===== src/rtl/uart_rx.sv =====
// UART receiver: 8 data bits LSB first, optional even/odd parity, one stop bit.
// The serial line is synchronized and then sampled at the middle of each bit.
// The outputs rx_valid, parity_err and frame_err are registered single-cycle pulses.
module uart_rx #(
   parameter int CLKS_PER_BIT = 16,
   parameter int PARITY_EN    = 1,
   parameter int PARITY_ODD   = 0
) (
   input  logic       clk,
   input  logic       rst,
   input  logic       serial_in,
   output logic [7:0] rx_data,
   output logic       rx_valid,
   output logic       parity_err,
   output logic       frame_err,
   output logic       busy
);

   localparam int             CW        = (CLKS_PER_BIT > 1) ? $clog2(CLKS_PER_BIT) : 1;
   localparam logic [CW-1:0]  BAUD_LAST = CW'(CLKS_PER_BIT - 1);
   localparam logic [CW-1:0]  BAUD_HALF = CW'(CLKS_PER_BIT / 2 - 1);
   localparam logic           PAR_EN    = (PARITY_EN != 0);
   localparam logic           ODD_BIT   = (PARITY_ODD != 0);

   typedef enum logic [2:0] {
      IDLE,
      START,
      DATA,
      PARITY,
      STOP,
      WAIT_HIGH
   } state_t;

   state_t          state;
   logic [CW-1:0]   baud_cnt;
   logic [2:0]      bit_cnt;
   logic [7:0]      shift_reg;
   logic            mismatch;
   logic            sync1;
   logic            sync2;
   logic            line;

   assign line = sync2;
   assign busy = (state != IDLE);

   // Two-flop synchronizer; it resets to the idle (high) line level.
   always_ff @(posedge clk or posedge rst) begin
      if (rst) begin
         sync1 <= 1'b1;
         sync2 <= 1'b1;
      end else begin
         sync1 <= serial_in;
         sync2 <= sync1;
      end
   end

   // Frame state machine; the start bit is confirmed at its middle and every later bit is sampled one bit period after that.
   always_ff @(posedge clk or posedge rst) begin
      if (rst) begin
         state      <= IDLE;
         baud_cnt   <= '0;
         bit_cnt    <= '0;
         shift_reg  <= '0;
         mismatch   <= 1'b0;
         rx_data    <= '0;
         rx_valid   <= 1'b0;
         parity_err <= 1'b0;
         frame_err  <= 1'b0;
      end else begin
         rx_valid   <= 1'b0;
         parity_err <= 1'b0;
         frame_err  <= 1'b0;
         unique case (state)
            IDLE: begin
               baud_cnt <= '0;
               bit_cnt  <= '0;
               if (!line) begin
                  mismatch <= 1'b0;
                  state    <= START;
               end
            end
            START: begin
               if (baud_cnt == BAUD_HALF) begin
                  baud_cnt <= '0;
                  state    <= line ? IDLE : DATA;
               end else begin
                  baud_cnt <= baud_cnt + 1'b1;
               end
            end
            DATA: begin
               if (baud_cnt == BAUD_LAST) begin
                  baud_cnt           <= '0;
                  shift_reg[bit_cnt] <= line;
                  if (bit_cnt == 3'd7) begin
                     bit_cnt <= '0;
                     state   <= PAR_EN ? PARITY : STOP;
                  end else begin
                     bit_cnt <= bit_cnt + 1'b1;
                  end
               end else begin
                  baud_cnt <= baud_cnt + 1'b1;
               end
            end
            PARITY: begin
               if (baud_cnt == BAUD_LAST) begin
                  baud_cnt <= '0;
                  mismatch <= ((^shift_reg) ^ line) != ODD_BIT;
                  state    <= STOP;
               end else begin
                  baud_cnt <= baud_cnt + 1'b1;
               end
            end
            STOP: begin
               if (baud_cnt == BAUD_LAST) begin
                  baud_cnt   <= '0;
                  rx_data    <= shift_reg;
                  rx_valid   <= 1'b1;
                  parity_err <= mismatch;
                  frame_err  <= !line;
                  state      <= line ? IDLE : WAIT_HIGH;
               end else begin
                  baud_cnt <= baud_cnt + 1'b1;
               end
            end
            WAIT_HIGH: begin
               baud_cnt <= '0;
               if (line) begin
                  state <= IDLE;
               end
            end
            default: begin
               state <= IDLE;
            end
         endcase
      end
   end

endmodule


===== config.mk =====
export PLATFORM = sky130hd
export DESIGN_NAME = uart_rx
export DESIGN_NICKNAME = d
export VERILOG_FILES = /design/src/rtl/uart_rx.sv
export SDC_FILE = /design/constraint.sdc
export NUM_CORES = 1
export LEC_CHECK = 0
export CAP_MARGIN = 20
export CORE_MARGIN = 10
export CORE_UTILIZATION = 30
export DETAILED_ROUTE_END_ITERATION = 16
export PLACE_DENSITY_LB_ADDON = 0.12
export SLEW_MARGIN = 20
export SYNTH_ARGS = -nofsm -noshare
export SYNTH_HDL_FRONTEND = slang
export SYNTH_SLANG_ARGS = --single-unit

===== constraint.sdc =====
create_clock -name clk -period 6.3 [get_ports clk]
set_clock_uncertainty 0.15 [all_clocks]
set_input_delay 0.945 -clock clk [delete_from_list [all_inputs] [get_ports clk]]
set_output_delay 0.945 -clock clk [all_outputs]
set_load 0.03 [all_outputs]

==> reports/results.ini, run 1 <==
[floorplanning]
coreArea_um2=5110
die_h_um=92.7
ios=15
dieWidth_um=92.7
rows=26
start_util_pct=31.0
die-area_um2=8590

[layout]
final_cell_area_um2=1890
fill_cells=524
stdcell_count=233
multiInputGateArea_um2=727
syn2layout_area_growth_pct=19.1
final_nets=168
final_cell_mix=30 x dfrtp_1, 16 x mux2_2, 14 x clkdlybuf4s50_1
layout_commonest_cell=dfrtp_1
antenna_cells=0
drive_above_1_share_pct=22.7
regArea_um2=803

[placed_design]
port_buffers=14
gp_congestion=0.820
hpwl_um=2220
pre_cts_ws_ps=3640
placed_area_um2=1800
dp.cells=225

[detailed_routing]
ant_nets=0
drc=0
post_drt_wl_per_cell_um=14.5
num_vias=1156
via_per_inst=4.96
drt_iter0_drc=58
routed_wirelength_um=3370
drt_first_pass_iters=4

[sta]
rsz0062_at_grt=no
hold_viol=0
finalSetupViolations=0
post-route-period-util_pct=47.6
relSlewSlack_pct=62.1
fmax_mhz=333
hold_slack_ps=206
slew_viol_final=0
worst_pin_slew_ps=566
finalCriticalPeriod_ps=3000
setup_ws_ps=3300
tns_ps=0

[worst_setup_path]
rrSetupSlack_ps=4070
cp_max_fo=16
cp.required_ps=5200
cp.arrival_ps=1900
ff2ff_path_depth=5
cp-end-kind=output port
cp-start-kind=flop
r2r-end=shift_reg[2]
reg2reg_from=state[2]
worstSetupPathType=reg -> out

[cts]
insertion_delay_ps=290
ctsResizeCount=0
cts.clk_slew.worst_paths_ps=70
cts-root-buf=clkbuf_8
cts_buffers=5
post-cts-setup-buffers=0
cts_max_level=2
cts_tree=built
clock-sinks=32
max-clock-path-buffers=2
ctsHoldBuffers=0

[power]
power.leakage_nw=0.845
ir_drop_v=0.000134
power_density_nw_per_um2=309

[outcome]
status=completed

[worst_hold_path]
min_to=line
hp-class=reg -> reg
hp-start=sync1
holdPathStages=0

[global_route]
antenna_found_initial=0
grt_max_degree=33
grtUsageTotal_pct=8.41
grt_overflow=0
grt_pass1_vias=1196
grt_pass1_wl_um=5730

[logic_synthesis]
yosysTopAreaCellShare_pct=47.4
synth_top_cell_by_area=dfrtp_1
syn_nets=152
synth-seq-cells=32
synth_area_leaders=dfrtp_1 47%, mux2_2 11%, dfstp_2 3.3%, xnor2_1 3.3%, nor2_1 2.6%
syn_area_um2=1590
syn_inst=146
ys_types=38
ys_seq_area_share_pct=50.7
syn_avg_cell_area_um2=10.9
yosysWarnings=0

[flow_run]
drv_cap=0

[per-layer routing]
metal	GRT usage [%]	part of all wire, %	vias to the layer above
li1	-	-	553
met1	10.0	48	564
met2	12.8	45	35
met3	3.31	5.7	4
met4	4.37	1.1	0
met5	0	0	-
[stage by stage]
| stage | util, % | power, mW |
|---|---|---|
| 5_1_grt | 37.0 | 0.626 |
| 6_report | 37.0 | 0.583 |
| 3_5_place_dp | 35.2 | 0.418 |
| 3_3_place_gp | 35.2 | 0.417 |
| 2_1_floorplan | - | 0.382 |
| 4_1_cts | 37.0 | 0.589 |
[cells in the mapped netlist]
cell and n:
inv_1 6, o221a_2 1, nand3b_1 2, mux2_1 1
nor3_1 5, nor2_2 1, inv_2 2, or4_4 1
o211ai_1 2, xor2_1 1, mux2_2 16, a31o_2 1
ha_1 3, dfstp_2 2, o2bb2ai_1 2, nor4_1 1
and4_1 1, nor3b_2 2, a31oi_1 3, nand3_1 5
o22ai_1 2, nand2_4 1, and2_1 1, o21ai_0 7
dfrtp_1 30, and3_1 2, a32o_1 1, clkbuf_1 4
nor2_1 11, buf_2 2, a21oi_1 4, xnor2_1 6
nor3b_1 1, a22oi_1 3, a211oi_1 2, nand4_1 1
and2_4 1, nand2_1 9
[kinds of logic after synthesis]
logic type / count (synthesis) / synth area share [%]
adders and majority gates: 3 / 2.37
muxes: 17 / 12.1
buffers and inverters: 14 / 3.47
DFF: 32 / 50.7
xor gates and xnor gates: 7 / 3.87
and+or+nand+nor: 45 / 15.8
AOI/OAI and AO/OA: 28 / 11.8
[power by group]
group | switching, mW | leakage [nW] | internal, mW
Clock | 0.0788 | 0.0510 | 0.0871
Sequential | 0.0445 | 0.429 | 0.230
Combinational | 0.0851 | 0.365 | 0.0583
[critical path, stage by stage (launching register included)]
cell and delay (ps):
dfrtp_1 660, inv_2 150, nand2_1 120, clkdlybuf4s50_1 690
[area by class of cell]
type / instances / share of cell area (%)
flip-flops and latches: 32 / 42.5
multi-input cells: 100 / 38.5
clock buffers: 6 / 4.37
inverters: 8 / 1.59
well taps: 70 / 4.64
clock inverters: 2 / 0.530
repair buffers: 15 / 7.82
[worst max path at each step]
stage	cells past startpoint	from	slack, ps	endpoint
floorplan	6	baud_cnt[0]	4240	shift_reg[2]
detailed placement	3	state[1]	3640	busy
CTS	3	state[1]	3320	busy
global placement	3	state[1]	3680	busy
finish	3	state[1]	3300	busy
global route	3	state[1]	3210	busy
(Power assumes the default switching activity.)
==> run 2, diff against run 1 <==
Clock period 6.3 ns to 2.6 ns, I/O delays scaled along.
==> run 2 against run 1 <==
Net effect: register-to-register slack got worse by 3700 ps; total power rose by 140%; hold slack got worse by 1.2 ps; clock power rose by 120%; core utilization rose by 0.15 points; sequential power rose by 130%; global-route usage rose by 0.10 points; largest cell class unchanged; sequential share of layout area fell by 0.17 points; setup slack got worse by 3000 ps.
==> reports/results.ini, run 2 (same netlist as run 1, synthesis figures left out) <==
[detailed_routing]
drc=0  ; unchanged
drt_iter0_drc=88  ; +52%
highest_layer=met4
ant_nets=0  ; unchanged
via_per_inst=4.82  ; -2.8%
met2_length_um=1470  ; -2.3%
drt_first_pass_iters=4  ; unchanged
num_vias=1133  ; -2.0%
wl_met3_um=167  ; -13%
routed_wirelength_um=3360  ; -0.33%
post_drt_wl_per_cell_um=14.3  ; -1.2%
m1WireLength_um=1700  ; +3.9%

[power]
power.total_mw=1.38  ; +140%
ir_drop_v=0.000280  ; +110%
power.leakage_nw=0.849  ; +0.52%
power_density_nw_per_um2=730  ; +140%

[cts]
cts-root-buf=clkbuf_8
ctsHoldBuffers=0  ; unchanged
cts_buffers=5  ; unchanged
cts_max_level=2  ; unchanged
cts.clk_slew.worst_paths_ps=70  ; about the same
insertion_delay_ps=280  ; about the same
cts_tree=built
clock-sinks=32  ; unchanged
max-clock-path-buffers=2  ; unchanged
ctsResizeCount=0  ; unchanged
post-cts-setup-buffers=0  ; unchanged

[global_route]
antenna_found_initial=0  ; unchanged
grt_overflow=0  ; unchanged
grt_pass1_vias=1224  ; +2.3%
grt_pass1_wl_um=5920  ; +3.3%
grtUsageTotal_pct=8.51  ; +0.10 points
grt_max_degree=33  ; unchanged

[worst_setup_path]
crit_buf_inv=2  ; unchanged
cp.required_ps=2060  ; -3140 ps
path_delay_family=buffers and inverters
critical_path.max_stage_delay_ps=610  ; -80 ps
worstSetupPathType=reg -> out
cp_max_fo=10  ; -6
critPathSlowestCell=clkdlybuf4s50_1
cp-start-kind=flop
cp-end-kind=output port
cp.arrival_ps=1730  ; -170 ps
worstPathCellList=buf_4, nor2_1, nand2_1, clkdlybuf4s50_1

[floorplanning]
die_h_um=92.7  ; unchanged
die-area_um2=8590  ; unchanged
start_util_pct=31.0  ; unchanged
dieWidth_um=92.7  ; unchanged
rows=26  ; unchanged
ios=15  ; unchanged
coreArea_um2=5110  ; unchanged

[sta]
relSlewSlack_pct=72.5  ; +10 points
worst_pin_slew_ps=410  ; -157 ps
finalSetupViolations=0  ; unchanged
hold_viol=0  ; unchanged
finalCriticalPeriod_ps=2270
rsz0062_at_grt=no
post-route-period-util_pct=87.5
slew_viol_final=0  ; unchanged
fmax_mhz=440
tns_ps=0  ; unchanged

[placed_design]
hpwl_um=2280  ; +2.6%
port_buffers=14  ; unchanged
placed_area_um2=1820  ; +1.3%
gp_congestion=0.867  ; +5.7%

[flow_run]
drv_cap=0  ; unchanged

[layout]
final_nets=171  ; +1.8%
drive_above_1_share_pct=23.0  ; +0.33 points
antenna_cells=0  ; unchanged
post-route-util_pct=37.1  ; +0.15 points
final_cell_area_um2=1900  ; +0.40%
syn2layout_area_growth_pct=19.6
layout_commonest_cell=dfrtp_1
final_cell_mix=30 x dfrtp_1, 16 x mux2_2, 14 x clkdlybuf4s50_1

[outcome]
status=completed

[worst_hold_path]
hp-class=reg -> reg

run 2: cell count changes in the layout (fill, tap and decap cells not counted), sizes merged:
cell / change
clkinv: -1
buf: +3
run 2: final cells by class:
type | count | area (um2)
clock buffers | 6 | 72.6
flip-flops and latches | 32 | 803
repair buffers | 18 | 170
well taps | 70 | 87.6
clock inverters | 1 | 5.00
inverters | 8 | 30.0
multi-input cells | 100 | 727
fillers | 520 | 3210
run 2: final timing paths:
kind	startpoint	to	slack (ps)	cells past startpoint
min in group asynchronous	rst	state[2]	350	3
worst min register to register	sync1	line	210	0
worst max register to register	baud_cnt[0]	shift_reg[4]	420	6
worst min-delay path	sync1	line	210	0
worst max-delay path	state[2]	busy	330	4
max in group asynchronous	rst	line	1610	3
run 2: routing by layer:
| layer | global-route usage (%) | up-vias |
|---|---|---|
| li1 | - | 564 |
| met1 | 10.3 | 551 |
| met2 | 13.5 | 16 |
| met3 | 3.47 | 2 |
| met4 | 2.70 | 0 |
| met5 | 0 | - |
run 2: worst register-to-register path: stages, from the launching register on:
cell and delay [ps]:
dfrtp_1 380, ha_1 200, and2_4 180, nand2_4 70, or4_4 540, nor3b_2 200
mux2_2 350
run 2: power breakdown:
| part | switching, mW | internal (mW) |
|---|---|---|
| clock network | 0.178 | 0.182 |
| registers | 0.0788 | 0.557 |
| logic | 0.237 | 0.152 |
run 2: metrics by stage:
| stage | setup WS, ps | std cells | hold slack (ps) |
|---|---|---|---|
| 2_1_floorplan | 538 | 146 | 195 |
| 3_3_place_gp | 476 | 228 | 201 |
| 3_5_place_dp | 412 | 228 | 198 |
| 4_1_cts | 297 | 235 | 207 |
| 5_1_grt | 172 | 235 | 214 |
| 6_report | 325 | 235 | 205 |
==> variant, RTL diff (flow settings as in run 1) <==
Put one more register stage on the output `rx_data`, with the module's reset. The value now appears one clock later. The other outputs are not delayed to match.
--- a/src/rtl/uart_rx.sv
+++ b/src/rtl/uart_rx.sv
@@ -32,4 +32,6 @@
    } state_t;
 
+   logic [7:0] rx_data_s0;
+
    state_t          state;
    logic [CW-1:0]   baud_cnt;
@@ -63,5 +65,5 @@
          shift_reg  <= '0;
          mismatch   <= 1'b0;
-         rx_data    <= '0;
+         rx_data_s0 <= '0;
          rx_valid   <= 1'b0;
          parity_err <= 1'b0;
@@ -114,5 +116,5 @@
                if (baud_cnt == BAUD_LAST) begin
                   baud_cnt   <= '0;
-                  rx_data    <= shift_reg;
+                  rx_data_s0 <= shift_reg;
                   rx_valid   <= 1'b1;
                   parity_err <= mismatch;
@@ -136,4 +138,12 @@
    end
 
+   always_ff @(posedge clk or posedge rst) begin
+      if (rst) begin
+         rx_data <= '0;
+      end else begin
+         rx_data <= rx_data_s0;
+      end
+   end
+
 endmodule
 
Function: same outputs for any inputs over 10 cycles, from zero or initial values and one cycle with rst high; that may be too few to reach the edited logic, so the function may still have changed.
==> variant against run 1 <==
- synthesized cell count is 3.4% higher
- power rose by 14%
- die area increased by 11%
- final area rose by 12%
- sequential share of layout area increased by 4.7 points
- routed wire length grew 1.2%
- setup slack got worse by 0.073 ns
- sequential cell count up 8
- synthesized area grew 14%
- non-clock buffer count unchanged
- highest routed layer unchanged
==> variant: results (changes against run 1) <==
pin count of the biggest net entering global routing = 30 (was 33)
routed via count divided by cell count = 4.874 (was 4.961)
RD Place Congestion = 0.7923 (was 0.8198)
total half-perimeter wirelength after legalization and detailed placement = 2254 um (was 2220 um)
antenna cells = 0 (unchanged)
outcome = completed (unchanged)
IR drop worst, VDD = 0.1527 mV (was 0.1342 mV)
post-synthesis sequential area ratio = 55.50% (was 50.67%)
Critical Path Source Type = flip-flop (unchanged)
first-iteration detailed-routing DRC count = 65 (was 58)
Switching Share = 30.07% (was 35.71%)
clock buffer depth = 2 (unchanged)
Hold/Removal Path Class = flip-flop to flip-flop (unchanged)
net count after synthesis = 157 (was 152)
largest stage delay on the critical path = 0.63 ns (was 0.69 ns)
clock transition at the register clock pins on the worst setup and hold paths after CTS = 0.08 ns
antenna violations before repair = 0 (unchanged)
Synth area leaders = dfrtp_1 (53%), mux2_2 (9.3%), dfstp_2 (2.9%) (was dfrtp_1 (47%), mux2_2 (11%), dfstp_2 (3.3%))
buffers added on ports = 14 (unchanged)
Root Driver = clkbuf_8 (unchanged)
top cells by count, synth = dfrtp_1 (38), mux2_2 (15), nand2_1 (12), nand3_1 (8) (was dfrtp_1 (30), mux2_2 (16), nor2_1 (11), nand2_1 (9), o21ai_0 (7))
starting utilization of the core area = 30.72% (was 31.04%)
post-synth cell types = 42 (was 38)
share of final-layout standard cells stronger than drive strength 1 = 18.90% (was 22.70%)
wire length of the first global-routing pass = 5802 um (was 5733 um)
cells resized by post-CTS repair = 0 (unchanged)
global-route usage over all layers = 7.334% (was 8.407%)
Worst Hold Margin = 0.2078 ns (was 0.2065 ns)
top cell family by delay on the critical path = buffers and inverters (unchanged)
crit path max-delay cell type = clkdlybuf4s50_1 (unchanged)
number of H-tree branching levels = 2 (unchanged)
DR pass1 iterations = 4 (unchanged)
average wire length per cell after detail routing = 14.25 um (was 14.45 um)
via count of the first global-routing pass = 1227 (was 1196)
clock latency reported for the late side of the worst-skew pair = 0.30 ns
async set or reset register ratio after synthesis = 100.0% (unchanged)
crit-path max FO = 18 (was 16)
slack of the worst reg-to-reg path = 3.99 ns (was 4.07 ns)
critical path data arrival time = 1.98 ns (was 1.90 ns)
number of buffers added by the clock tree synthesis step = 5 (unchanged)
warnings from Yosys = 0 (unchanged)
reported leakage power = 0.0009584 uW (was 0.0008449 uW)
min-delay src = sync1$_DFF_PP1_ (unchanged)
filler instances = 587 (was 524)
number of nets in the layout = 169 (was 168)
transition at the pin with the smallest max-transition slack = 0.7958 ns (was 0.5663 ns)
count of buffers added by post-CTS timing repair for setup = 0 (unchanged)
beginning of the worst register-to-register path = state[1]$_DFFE_PP0P_ (was state[2]$_DFFE_PP0P_)
-- variant: cells by family after synthesis --
kind of cell,synth area share [%]
buf+inv,3.529
flops,55.50
compound gates,8.652
mux,9.965
fa+ha+maj,2.076
simple gates,16.13
xor+xnor,4.152
-- variant: worst paths after layout --
kind | endpoint | cells past startpoint
hold reg to reg | line$_DFF_PP1_ | 0
min in group asynchronous | state[2]$_DFFE_PP0P_ | 2
setup reg to reg | shift_reg[6]$_DFFE_PP0P_ | 4
setup / recovery | busy | 2
hold / removal | line$_DFF_PP1_ | 0
max in group asynchronous | rx_data[7]$_DFF_PP0_ | 3
-- variant: power by group through the flow --
| stage | Clock [uW] | Combinational (uW) | Sequential, uW |
|---|---|---|---|
| after floorplan | 0 | 117 | 304 |
| after global placement | 0 | 113 | 331 |
| after detailed placement | 0 | 115 | 332 |
| after CTS | 228 | 115 | 328 |
| after global routing | 240 | 128 | 336 |
| final | 223 | 114 | 329 |
-- variant: layout make-up --
type | count | area (um^2) | share of cell area, %
Clock buffer | 6 | 82.58 | 3.892
Multi-Input combinational cell | 97 | 740.7 | 34.91
Tap cell | 75 | 93.84 | 4.422
Sequential cell | 40 | 1003 | 47.29
Timing Repair Buffer | 15 | 147.6 | 6.958
Inverter | 4 | 15.01 | 0.7075
Clock inverter | 2 | 38.79 | 1.828
-- variant: metrics by stage --
step	cells	worst slack, ns	utilization, %	total power (uW)	instance area [um^2]
global placement	231	3.579	33.99	443.4	2001
floorplan	151	4.164	-	420.3	1808
finish	239	3.228	36.05	665.9	2122
global route	239	3.133	36.05	704.4	2122
CTS	239	3.225	36.05	671.1	2122
detailed placement	231	3.558	33.99	447.0	2001
-- variant: routing by layer --
layer	GRT usage, %	wire [um]
met2	11.14	1548
met3	2.418	158
met5	0	0
met4	3.691	63
met1	9.019	1635
